`src/rtl/morph_window_ctrl.sv`:
```
// -----------------------------------------------------------------------------
// morph_window_ctrl
// Frame sequencer for a 3x3 morphology window fed by line buffers. It accepts
// PIC_WIDTH*PIC_HEIGHT pixels from upstream and then flushes PIC_WIDTH+1 extra
// shifts so that the last pixel reaches the window center. Each shift that
// places a real pixel at the center produces a win_valid pulse with the
// center's raster coordinates and image-edge flags.
//
// Ports
//   clk        in   rising-edge clock
//   rst_n      in   asynchronous active-low reset
//   start      in   single-cycle frame start request (honoured in IDLE only)
//   pix_valid  in   upstream pixel available this cycle
//   pix_ready  out  controller accepts a pixel this cycle (RUN only)
//   lb_shift   out  shift enable for line buffers / window registers
//   win_valid  out  window center pixel valid (qualifies border/out_col/out_row)
//   border     out  {top, bottom, left, right} edge flags of the center pixel
//   out_col    out  column of the center pixel
//   out_row    out  row of the center pixel
//   busy       out  high in every state except IDLE
//   frame_done out  single-cycle end-of-frame pulse
// -----------------------------------------------------------------------------
module morph_window_ctrl #(
  parameter logic [10:0] PIC_WIDTH  = 11'd250,
  parameter logic [10:0] PIC_HEIGHT = 11'd250
) (
  input  logic        clk,
  input  logic        rst_n,
  input  logic        start,
  input  logic        pix_valid,
  output logic        pix_ready,
  output logic        lb_shift,
  output logic        win_valid,
  output logic [3:0]  border,
  output logic [10:0] out_col,
  output logic [10:0] out_row,
  output logic        busy,
  output logic        frame_done
);

  typedef enum logic [1:0] {
    ST_IDLE  = 2'd0,
    ST_RUN   = 2'd1,
    ST_FLUSH = 2'd2,
    ST_DONE  = 2'd3
  } state_t;

  // Frame size and the shift index at which the center holds pixel 0.
  localparam logic [21:0] TOTAL_PIX  = 22'(PIC_WIDTH) * 22'(PIC_HEIGHT);
  localparam logic [21:0] WIN_START  = 22'(PIC_WIDTH) + 22'd1;
  // Pre-increment shift count of the final flush shift.
  localparam logic [21:0] FLUSH_LAST = TOTAL_PIX + 22'(PIC_WIDTH);

  state_t      r_state;
  state_t      w_state_nxt;
  logic [21:0] r_pix_cnt;
  logic [21:0] r_shift_cnt;
  logic [10:0] r_cen_col;
  logic [10:0] r_cen_row;
  logic        w_accept;
  logic        w_frame_start;
  logic        w_win_shift;

  // Next-state decode and combinational handshake/shift outputs.
  always_comb begin
    w_state_nxt = r_state;
    pix_ready   = 1'b0;
    lb_shift    = 1'b0;
    w_accept    = 1'b0;
    busy        = 1'b1;
    frame_done  = 1'b0;
    case (r_state)
      ST_IDLE: begin
        busy = 1'b0;
        if (start) begin
          w_state_nxt = ST_RUN;
        end else begin
          w_state_nxt = ST_IDLE;
        end
      end
      ST_RUN: begin
        pix_ready = 1'b1;
        w_accept  = pix_valid;
        lb_shift  = pix_valid;
        if (pix_valid && (r_pix_cnt == (TOTAL_PIX - 22'd1))) begin
          w_state_nxt = ST_FLUSH;
        end else begin
          w_state_nxt = ST_RUN;
        end
      end
      ST_FLUSH: begin
        lb_shift = 1'b1;
        if (r_shift_cnt == FLUSH_LAST) begin
          w_state_nxt = ST_DONE;
        end else begin
          w_state_nxt = ST_FLUSH;
        end
      end
      ST_DONE: begin
        frame_done  = 1'b1;
        w_state_nxt = ST_IDLE;
      end
      default: begin
        busy        = 1'b0;
        w_state_nxt = ST_IDLE;
      end
    endcase
  end

  assign w_frame_start = (r_state == ST_IDLE) && start;
  // A shift moves a real pixel into the center once the window is primed.
  assign w_win_shift   = lb_shift && (r_shift_cnt >= WIN_START);

  // State register.
  always_ff @(posedge clk or negedge rst_n) begin
    if (!rst_n) begin
      r_state <= ST_IDLE;
    end else begin
      r_state <= w_state_nxt;
    end
  end

  // Per-frame accept/shift counters and next center-coordinate tracker.
  always_ff @(posedge clk or negedge rst_n) begin
    if (!rst_n) begin
      r_pix_cnt   <= 22'd0;
      r_shift_cnt <= 22'd0;
      r_cen_col   <= 11'd0;
      r_cen_row   <= 11'd0;
    end else if (w_frame_start) begin
      r_pix_cnt   <= 22'd0;
      r_shift_cnt <= 22'd0;
      r_cen_col   <= 11'd0;
      r_cen_row   <= 11'd0;
    end else begin
      if (w_accept) begin
        r_pix_cnt <= r_pix_cnt + 22'd1;
      end
      if (lb_shift) begin
        r_shift_cnt <= r_shift_cnt + 22'd1;
      end
      if (w_win_shift) begin
        if (r_cen_col == (PIC_WIDTH - 11'd1)) begin
          r_cen_col <= 11'd0;
          r_cen_row <= r_cen_row + 11'd1;
        end else begin
          r_cen_col <= r_cen_col + 11'd1;
        end
      end
    end
  end

  // Registered window outputs; coordinates and flags hold between pulses.
  always_ff @(posedge clk or negedge rst_n) begin
    if (!rst_n) begin
      win_valid <= 1'b0;
      out_col   <= 11'd0;
      out_row   <= 11'd0;
      border    <= 4'b0000;
    end else begin
      win_valid <= w_win_shift;
      if (w_win_shift) begin
        out_col <= r_cen_col;
        out_row <= r_cen_row;
        border  <= {(r_cen_row == 11'd0),
                    (r_cen_row == (PIC_HEIGHT - 11'd1)),
                    (r_cen_col == 11'd0),
                    (r_cen_col == (PIC_WIDTH - 11'd1))};
      end
    end
  end

endmodule
```
`config.mk`:
```
export PLATFORM = sky130hd
export DESIGN_NAME = morph_window_ctrl
export DESIGN_NICKNAME = d
export VERILOG_FILES = /design/src/rtl/morph_window_ctrl.sv
export SDC_FILE = /design/constraint.sdc
export NUM_CORES = 1
export LEC_CHECK = 0
export ABC_AREA = 1
export BUFFER_PORTS_ARGS = -buffer_cell sky130_fd_sc_hd__buf_2
export CORE_MARGIN = 8
export CORE_UTILIZATION = 66
export CTS_CLUSTER_DIAMETER = 100
export DETAILED_ROUTE_END_ITERATION = 7
export GPL_ROUTABILITY_DRIVEN = 1
export PLACE_DENSITY = 0.86
export SLEW_MARGIN = 20
export SYNTH_ARGS = -nofsm -noshare
export SYNTH_HDL_FRONTEND = slang
export SYNTH_SLANG_ARGS = --single-unit
```
`constraint.sdc`:
```
create_clock -name clk -period 2.5 [get_ports clk]
set_input_delay 0.5 -clock clk [delete_from_list [all_inputs] [get_ports clk]]
set_output_delay 0.5 -clock clk [all_outputs]
set_load 0.005 [all_outputs]
```
## Word-level counts from Yosys, hierarchy flattened

Cells that the tools add are included.

| cells by class | value |
|---|---|
| eq/ne operators | 7 |
| $lt $le $gt $ge | 1 |
| mux-type cells | 19 |
| reduce and logical (&&, ||, !) cells | 11 |
| add/subtract/negate cells | 4 |

Operators with widths:

| operator | count |
|---|---|
| $mux 22 | 4 |
| $mux 11 | 6 |
| $add 22x1->22 const B | 2 |
| $eq 22x16->1 const B | 2 |
| $add 11x1->11 const B | 2 |
| $eq 11x8->1 const B | 2 |
| $ge 22x8->1 const B | 1 |
| $logic_not 11->1 | 2 |
| $pmux 2 s4 | 1 |
| $reduce_bool 2->1 | 4 |
| $mux 1 | 6 |
| $eq 2x2->1 const B | 2 |
| $logic_and 1x1->1 | 3 |
| $eq 2x1->1 const B | 1 |
| $logic_not 2->1 | 1 |
| $mux 2 | 1 |
| $pmux 1 s2 | 1 |
| $reduce_and 2->1 | 1 |

| word-level totals | value |
|---|---|
| word-level logic and storage cells | 51 |
| bits of input ports | 4 |
| register bits | 95 |
| output and inout port bits | 31 |

## Longest topological paths before layout

Gate-level depths: netlist of the first run.

| depth | value |
|---|---|
| depth in word-level cells | 5 |
| gate-level depth with buffers | 11 |
| depth with buffers taken out | 11 |

## Least setup slack after synthesis of the first run

Ideal clock, no wire load.

| timing path | value |
|---|---|
| path type | flip-flop to flip-flop |
| start | register (tool-made name) |
| end | register r_pix_cnt[14] |
| library setup time | 0.117 ns |
| slack | 0.875 ns |
| period minus slack after synthesis | 1.625 ns |
| stages on the path, launching flop included | 12 |
| arrival time | 1.509 ns |
| required time | 2.383 ns |
| cell sequence | dfrtp_1 > inv_1 > ha_1 > nand2_2 > inv_2 > nand2_1 > nor2_2 > nand2_2 > nor2_1 > nand2_1 > nand2_1 > nor2_1 |

RTL lines:

| what | line | text |
|---|---|---|
| to (signal assigned) | 137 | `r_pix_cnt <= r_pix_cnt + 22'd1;` |
| to (decl) | 56 | `logic [21:0] r_pix_cnt;` |

==> results of run 1 <==
==> sequential cells by signal, summed over array words and instances (netlist names), named ones only <==
signal and cells:
win_valid 1, out_col 11, out_row 11, r_shift_cnt 22
r_cen_row 11, r_cen_col 11, r_state 1, r_pix_cnt 22
border 4
==> critical path, stage by stage, from the launching register on <==
cell and delay [ns]:
dfrtp_1 0.42, inv_1 0.13, ha_1 0.24, nand2_2 0.16
nand2_2 0.11, nand2_4 0.08, inv_6 0.13, buf_2 0.14
==> cells by family (layout without fill, tap and decap cells) <==
kind of cell    Yosys count  in the layout
fa+ha+maj                14             14
buf+inv                 111            152
compound gates           89             89
simple gates            426            426
xor+xnor                  8              8
flops                    95             95
==> final timing paths <==
path / slack, ns / start / cells after the start / endpoint
max: 0.22 / flop / 7 / lb_shift
min: 0.03 / rst_n / 1 / r_shift_cnt[21]
max reg2reg: 0.51 / flop / 10 / r_cen_col[5]
min reg2reg: 0.49 / border[0] / 2 / border[0]
max in group asynchronous: 1.84 / rst_n / 2 / r_shift_cnt[1]
min in group clk: 0.40 / start / 3 / r_state[0]
==> power by group <==
| group | switching (mW) | leakage (nW) | internal (mW) |
|---|---|---|---|
| Sequential | 0 | 1.09 | 1.54 |
| Clock | 0.582 | 0.115 | 0.605 |
| Combinational | 0.0310 | 1.95 | 0.00647 |
| Total | 0.613 | 3.15 | 2.15 |
==> synthesized netlist by cell type, drive strengths merged <==
cell type,n
a211oi,1
a21oi,23
a22oi,1
buf,13
clkbuf,3
clkinv,1
dfrtp,95
ha,14
inv,94
nand2,213
nand3,60
nand3b,2
nand4,21
nor2,115
nor3,12
nor3b,2
o21ai,62
o22ai,1
o31ai,1
or2,1
xnor2,1
xor2,7
==> final cells by class <==
| type | count | area [um2] |
|---|---|---|
| repair buffers | 41 | 238 |
| clock inverters | 6 | 96.3 |
| multi-input cells | 537 | 2620 |
| flip-flops and latches | 95 | 2380 |
| well taps | 105 | 131 |
| clock buffers | 10 | 138 |
| inverters | 95 | 362 |
| fillers | 635 | 2180 |
==> stage by stage <==
stage                     cells  power, mW  setup WS [ns]  hold slack (ns)
after floorplan             743       1.57          0.875            0.204
after global placement      873       1.60          0.660            0.430
after detailed placement    873       1.61          0.569            0.436
after CTS                   889       2.77          0.218           0.0368
after global routing        889       2.83          0.116           0.0602
final                       889       2.76          0.222           0.0322
==> routing by layer <==
| layer | wire length (um) | GRT usage [%] | vias to the layer above |
|---|---|---|---|
| met2 | 5920 | 37.9 | 154 |
| li1 | - | - | 2438 |
| met5 | 0 | 0 | - |
| met1 | 5380 | 28.5 | 2333 |
| met4 | 242 | 8.94 | 0 |
| met3 | 600 | 2.88 | 24 |
==> layout by cell type (no fill, tap or decap), drive strengths merged <==
master    instances
clkinvlp          1
nor3             12
clkinv            1
o22ai             1
buf              41
nor2            115
a211oi            1
bufinv            2
clkbuf           10
ha               14
or2               1
nand3            60
nand3b            2
o31ai             1
nor3b             2
inv              97
a22oi             1
xnor2             1
dfrtp            95
a21oi            23
xor2              7
nand2           213
o21ai            62
nand4            21
==> key figures, run 1 <==
Pwr
  – Leak: 3.15 nW
  – Peak VDD IR: 309 uV
  – Pwr/cell area: 463 nW/um2

Floorplanning
  – Row cnt: 33
  – Top Ports: 35
  – Die footprint: 11400 um2
  – Die Y: 107 um
  – Core area: 8130 um2
  – Initial Utilization: 67.1%
  – Die X: 107 um

Critical path
  – Critical Path AT: 1.78 ns
  – Crit path required time: 2.00 ns
  – CP max FO: 9
  – CP startpoint kind: flop
  – Crit path capture type: output pin
  – Critical path type: reg -> out

Logic synthesis
  – Area contributors post-synth: dfrtp_1 (44%), nand2_1 (14%), nor2_1 (7.4%), inv_1 (6.3%), nand3_1 (5.4%)
  – Distinct cell type count after synthesis: 37
  – Syn Nets: 761
  – Post-synthesis mux area share: 0%
  – Share of the synthesized area in the top cell type: 43.6%
  – Area leader, netlist: dfrtp_1
  – Largest family of logic cells by synthesized area: simple AND/OR/NAND/NOR gates
  – Post-synthesis xor/xnor area fraction: 1.28%
  – Complex-gate fraction of the synthesized area: 8.95%
  – Post-synthesis simple-gate area fraction: 34.5%
  – Yosys Warn Count: 0
  – Adder-Cell Fraction of Synth Area: 3.21%
  – Sequential area share after synthesis: 43.6%
  – Mapped Cells: 743
  – Cell area after synthesis: 5450 um2
  – Seq cells post-synth: 95
  – Mean Syn Cell Area: 7.34 um2

Clocking
  – CTS Buf Count: 9
  – CTS Sinks: 95
  – Clock Tree Buf Depth: 2
  – Worst skew pair latency: 0.37 ns
  – CTS root buf: clkbuf_8
  – Post-cts sizing count: 0
  – H-tree depth: 3
  – CTS tree: done
  – Post-CTS Setup Repair Bufs: 0
  – CTS Hold Buffers Added: 0
  – Clk slew on worst S/H paths: 0.10 ns

STA
  – Fin. Hold Viols: 0
  – Setup Viol. Count Final: 0
  – Worst-margin pin slew: 0.463 ns
  – Fmax: 0.439 GHz
  – Clock Skews: 0.0154 ns
  – Max transition margin: 68.9%
  – Setup TNS: 0 ns
  – Final period util: 91.1%
  – Fin crit period: 2.28 ns
  – RSZ-0062 raised after global routing: false
  – Final Max Slew Viols: 0

Cells and area
  – Post-layout instance area: 5960 um2
  – Nets: 797
  – Antenna Cells: 0
  – Final Core Density: 73.2%
  – Ratio of cells with drive above 1 in the final layout: 11.6%
  – Layout area overhead: 9.22%

Routing
  – Drt via density: 5.57
  – 1st-iter DRT viols: 208
  – Routed len/inst: 13.7 um
  – DRC viols: 0
  – Wirelength, routed: 12100 um
  – Initial DRT Pass Iterations: 5
  – Vias: 4949
  – Number of routed nets with antenna violations: 0

Place
  – IO buf count: 34
  – Final HPWL DP: 8760 um
  – Area after DPL: 5720 um2
  – GPL Wtd Cong: 0.908

Global route
  – Initial antenna violation count: 0
  – Global-route wire length before repair: 21200 um
  – GRT Total Usage: 22.4%
  – Vias in the first global route: 4703
  – GRT Residual Overflow: 0
  – Pin count of the biggest net entering global routing: 55

Flow run
  – Max-cap viol count: 0

Outcome
  – Status: finished clean

Min path
  – Worst hold-check path type: in -> async
No activity file was read; power rests on OpenSTA's default activity.
==> run 2, diff against run 1 <==
--- a/config.mk
+++ b/config.mk
@@ -13,6 +13,7 @@
 export DETAILED_ROUTE_END_ITERATION = 7
 export GPL_ROUTABILITY_DRIVEN = 1
 export PLACE_DENSITY = 0.86
+export REMOVE_ABC_BUFFERS = 1
 export SLEW_MARGIN = 20
 export SYNTH_ARGS = -nofsm -noshare
 export SYNTH_HDL_FRONTEND = slang
==> run 2 against run 1 <==
Count of clock-buffer cells in the layout up 1. Clock skew down 0.0022 ns. Critical path type unchanged. First-iteration DRC count down 6.7%. Global-route usage down 0.33 points. Critical endpoint unchanged. Sequential power about the same. Power down 7.8%. Cell count down 0.22%.
==> key figures, run 2 (synthesis results as in run 1) <==
Critical path
  – CP top delay family: flip-flops
  – Critical path type: reg -> out
  – Crit-path max cell delay: 0.42 ns
  – CP max FO: 9
  – Critical-path top delay cell: dfrtp_1
  – FF-to-FF path depth: 10
  – Top cell by count, worst path: nand2_2
  – Critical Path AT: 1.78 ns
  – Crit path capture type: output pin
  – CP cell instances: inv_1 > ha_1 > nand2_2 > nand2_2 > nand2_4 > inv_6 > buf_2
  – Bufs and invs on worst path: 3
  – Crit path required time: 2.00 ns
  – Critical Path Stages: 7
  – CP startpoint kind: flop

STA
  – Final period util: 91.1%
  – Worst hold slack: 0.00410 ns
  – Fin. Hold Viols: 0
  – Worst-margin pin slew: 0.425 ns
  – RSZ-0062 raised after global routing: false
  – Final Max Slew Viols: 0
  – Setup Viol. Count Final: 0
  – Fmax: 0.439 GHz
  – Worst setup margin: 0.224 ns
  – Max transition margin: 71.5%
  – Clock Skews: 0.0132 ns
  – Fin crit period: 2.28 ns

Pwr
  – Switch share: 23.8%
  – Pwr/cell area: 431 nW/um2
  – Peak VDD IR: 347 uV
  – Int Power: 1.94 mW
  – Overall power: 2.55 mW
  – NetSw: 606 uW
  – Leak: 3.11 nW
  – Sequential Power Share: 60.3%
  – Clock network power share: 38.2%
  – Comb power frac: 1.5%

Cells and area
  – Layout area overhead: 8.26%
  – Largest registers: r_pix_cnt (22), r_shift_cnt (22)
  – Most frequent cells in the layout: nand2_1 (202), nor2_1 (108), dfrtp_1 (95)
  – Antenna Cells: 0
  – Commonest non-fill, non-tap cell in the layout: nand2_1
  – Ratio of cells with drive above 1 in the final layout: 11.3%
  – Fillers: 646
  – Nets: 795
  – Final Core Density: 72.6%

Clocking
  – Worst skew pair latency: 0.37 ns
  – Post-cts sizing count: 0
  – Clock Tree Buf Depth: 2
  – Post-CTS Setup Repair Bufs: 0
  – Clk slew on worst S/H paths: 0.10 ns
  – CTS Hold Buffers Added: 0
  – CTS root buf: clkbuf_8
  – CTS Buf Count: 9
  – CTS tree: done
  – H-tree depth: 3
  – CTS Sinks: 95

Routing
  – Initial DRT Pass Iterations: 5
  – Vias: 4801
  – Number of routed nets with antenna violations: 0
  – Drt via density: 5.41
  – DRC viols: 0
  – 1st-iter DRT viols: 194
  – Routed len/inst: 13.5 um
  – Wirelength, routed: 11900 um

Floorplanning
  – Die footprint: 11400 um2
  – Top Ports: 35
  – Die Y: 107 um
  – Row cnt: 33
  – Initial Utilization: 67.1%
  – Die X: 107 um
  – Core area: 8130 um2

Outcome
  – Status: finished clean

Global route
  – Initial antenna violation count: 0
  – Vias in the first global route: 4709
  – GRT Residual Overflow: 0
  – Pin count of the biggest net entering global routing: 55
  – Global-route wire length before repair: 21100 um
  – GRT Total Usage: 22.1%

Min path
  – Worst hold-check path type: in -> async

Place
  – Setup slack at placement: 0.535 ns
  – Final HPWL DP: 8650 um
  – GPL Wtd Cong: 0.884
  – IO buf count: 34

Flow run
  – Max-cap viol count: 0
run 2: cell count changes in the layout (fill, tap and decap cells not counted), sizes merged:
cell      previous run  this run
buf                 41        39
bufinv               2         0
clkbuf              10        11
clkinv               1         2
clkinvlp             1         3
inv                 97        95
run 2: final timing paths:
| kind | start | endpoint | slack [ns] |
|---|---|---|---|
| hold / removal | rst_n | border[2] | 0.004 |
| hold reg to reg | border[3] | border[3] | 0.49 |
| min in group clk | start | r_state[0] | 0.42 |
| setup / recovery | flop | lb_shift | 0.22 |
| setup reg to reg | flop | r_cen_col[8] | 0.51 |
| max in group asynchronous | rst_n | out_col[5] | 1.85 |
run 2: cell type report:
| cell class | instances | area [um2] | area share, % |
|---|---|---|---|
| timing repair buffer | 39 | 235 | 3.98 |
| clock buffer | 11 | 141 | 2.39 |
| sequential | 95 | 2380 | 40.3 |
| inverter | 95 | 362 | 6.12 |
| multi-input combinational | 537 | 2620 | 44.3 |
| clock inverter | 5 | 42.5 | 0.720 |
| tap | 105 | 131 | 2.23 |
run 2: metrics by stage:
step | TNS (ns) | cells | instance area (um2)
final | 0 | 887 | 5900
after global routing | 0 | 887 | 5900
after CTS | 0 | 887 | 5900
after detailed placement | 0 | 871 | 5720
after global placement | 0 | 871 | 5720
after floorplan | -0.962 | 727 | 5350
run 2: routing by layer:
metal / vias up / wire [um] / track usage [%] / part of all wire, %
met5: - / 0 / 0 / 0
met4: 0 / 220 / 8.44 / 1.8
met3: 18 / 452 / 3.00 / 3.8
met2: 102 / 5800 / 36.9 / 49
met1: 2252 / 5470 / 28.4 / 46
li1: 2429 / - / - / -
run 2: worst reg2reg max path: stages, from the launching register on:
cell and delay [ns]:
dfrtp_1 0.39, inv_1 0.10, ha_1 0.24, nand2_2 0.19
nand2_2 0.09, nand2_4 0.11, inv_6 0.08, nand2_8 0.26
nand2_8 0.22, nand2_1 0.13, o21ai_2 0.06
run 2: power by group through the flow:
stage	clock network [mW]	logic (mW)	registers, mW
2_1_floorplan	0	0.0000749	1.57
3_3_place_gp	0	0.0388	1.57
3_5_place_dp	0	0.0401	1.57
4_1_cts	0.975	0.0397	1.54
5_1_grt	1.04	0.0439	1.54
6_report	0.973	0.0373	1.54
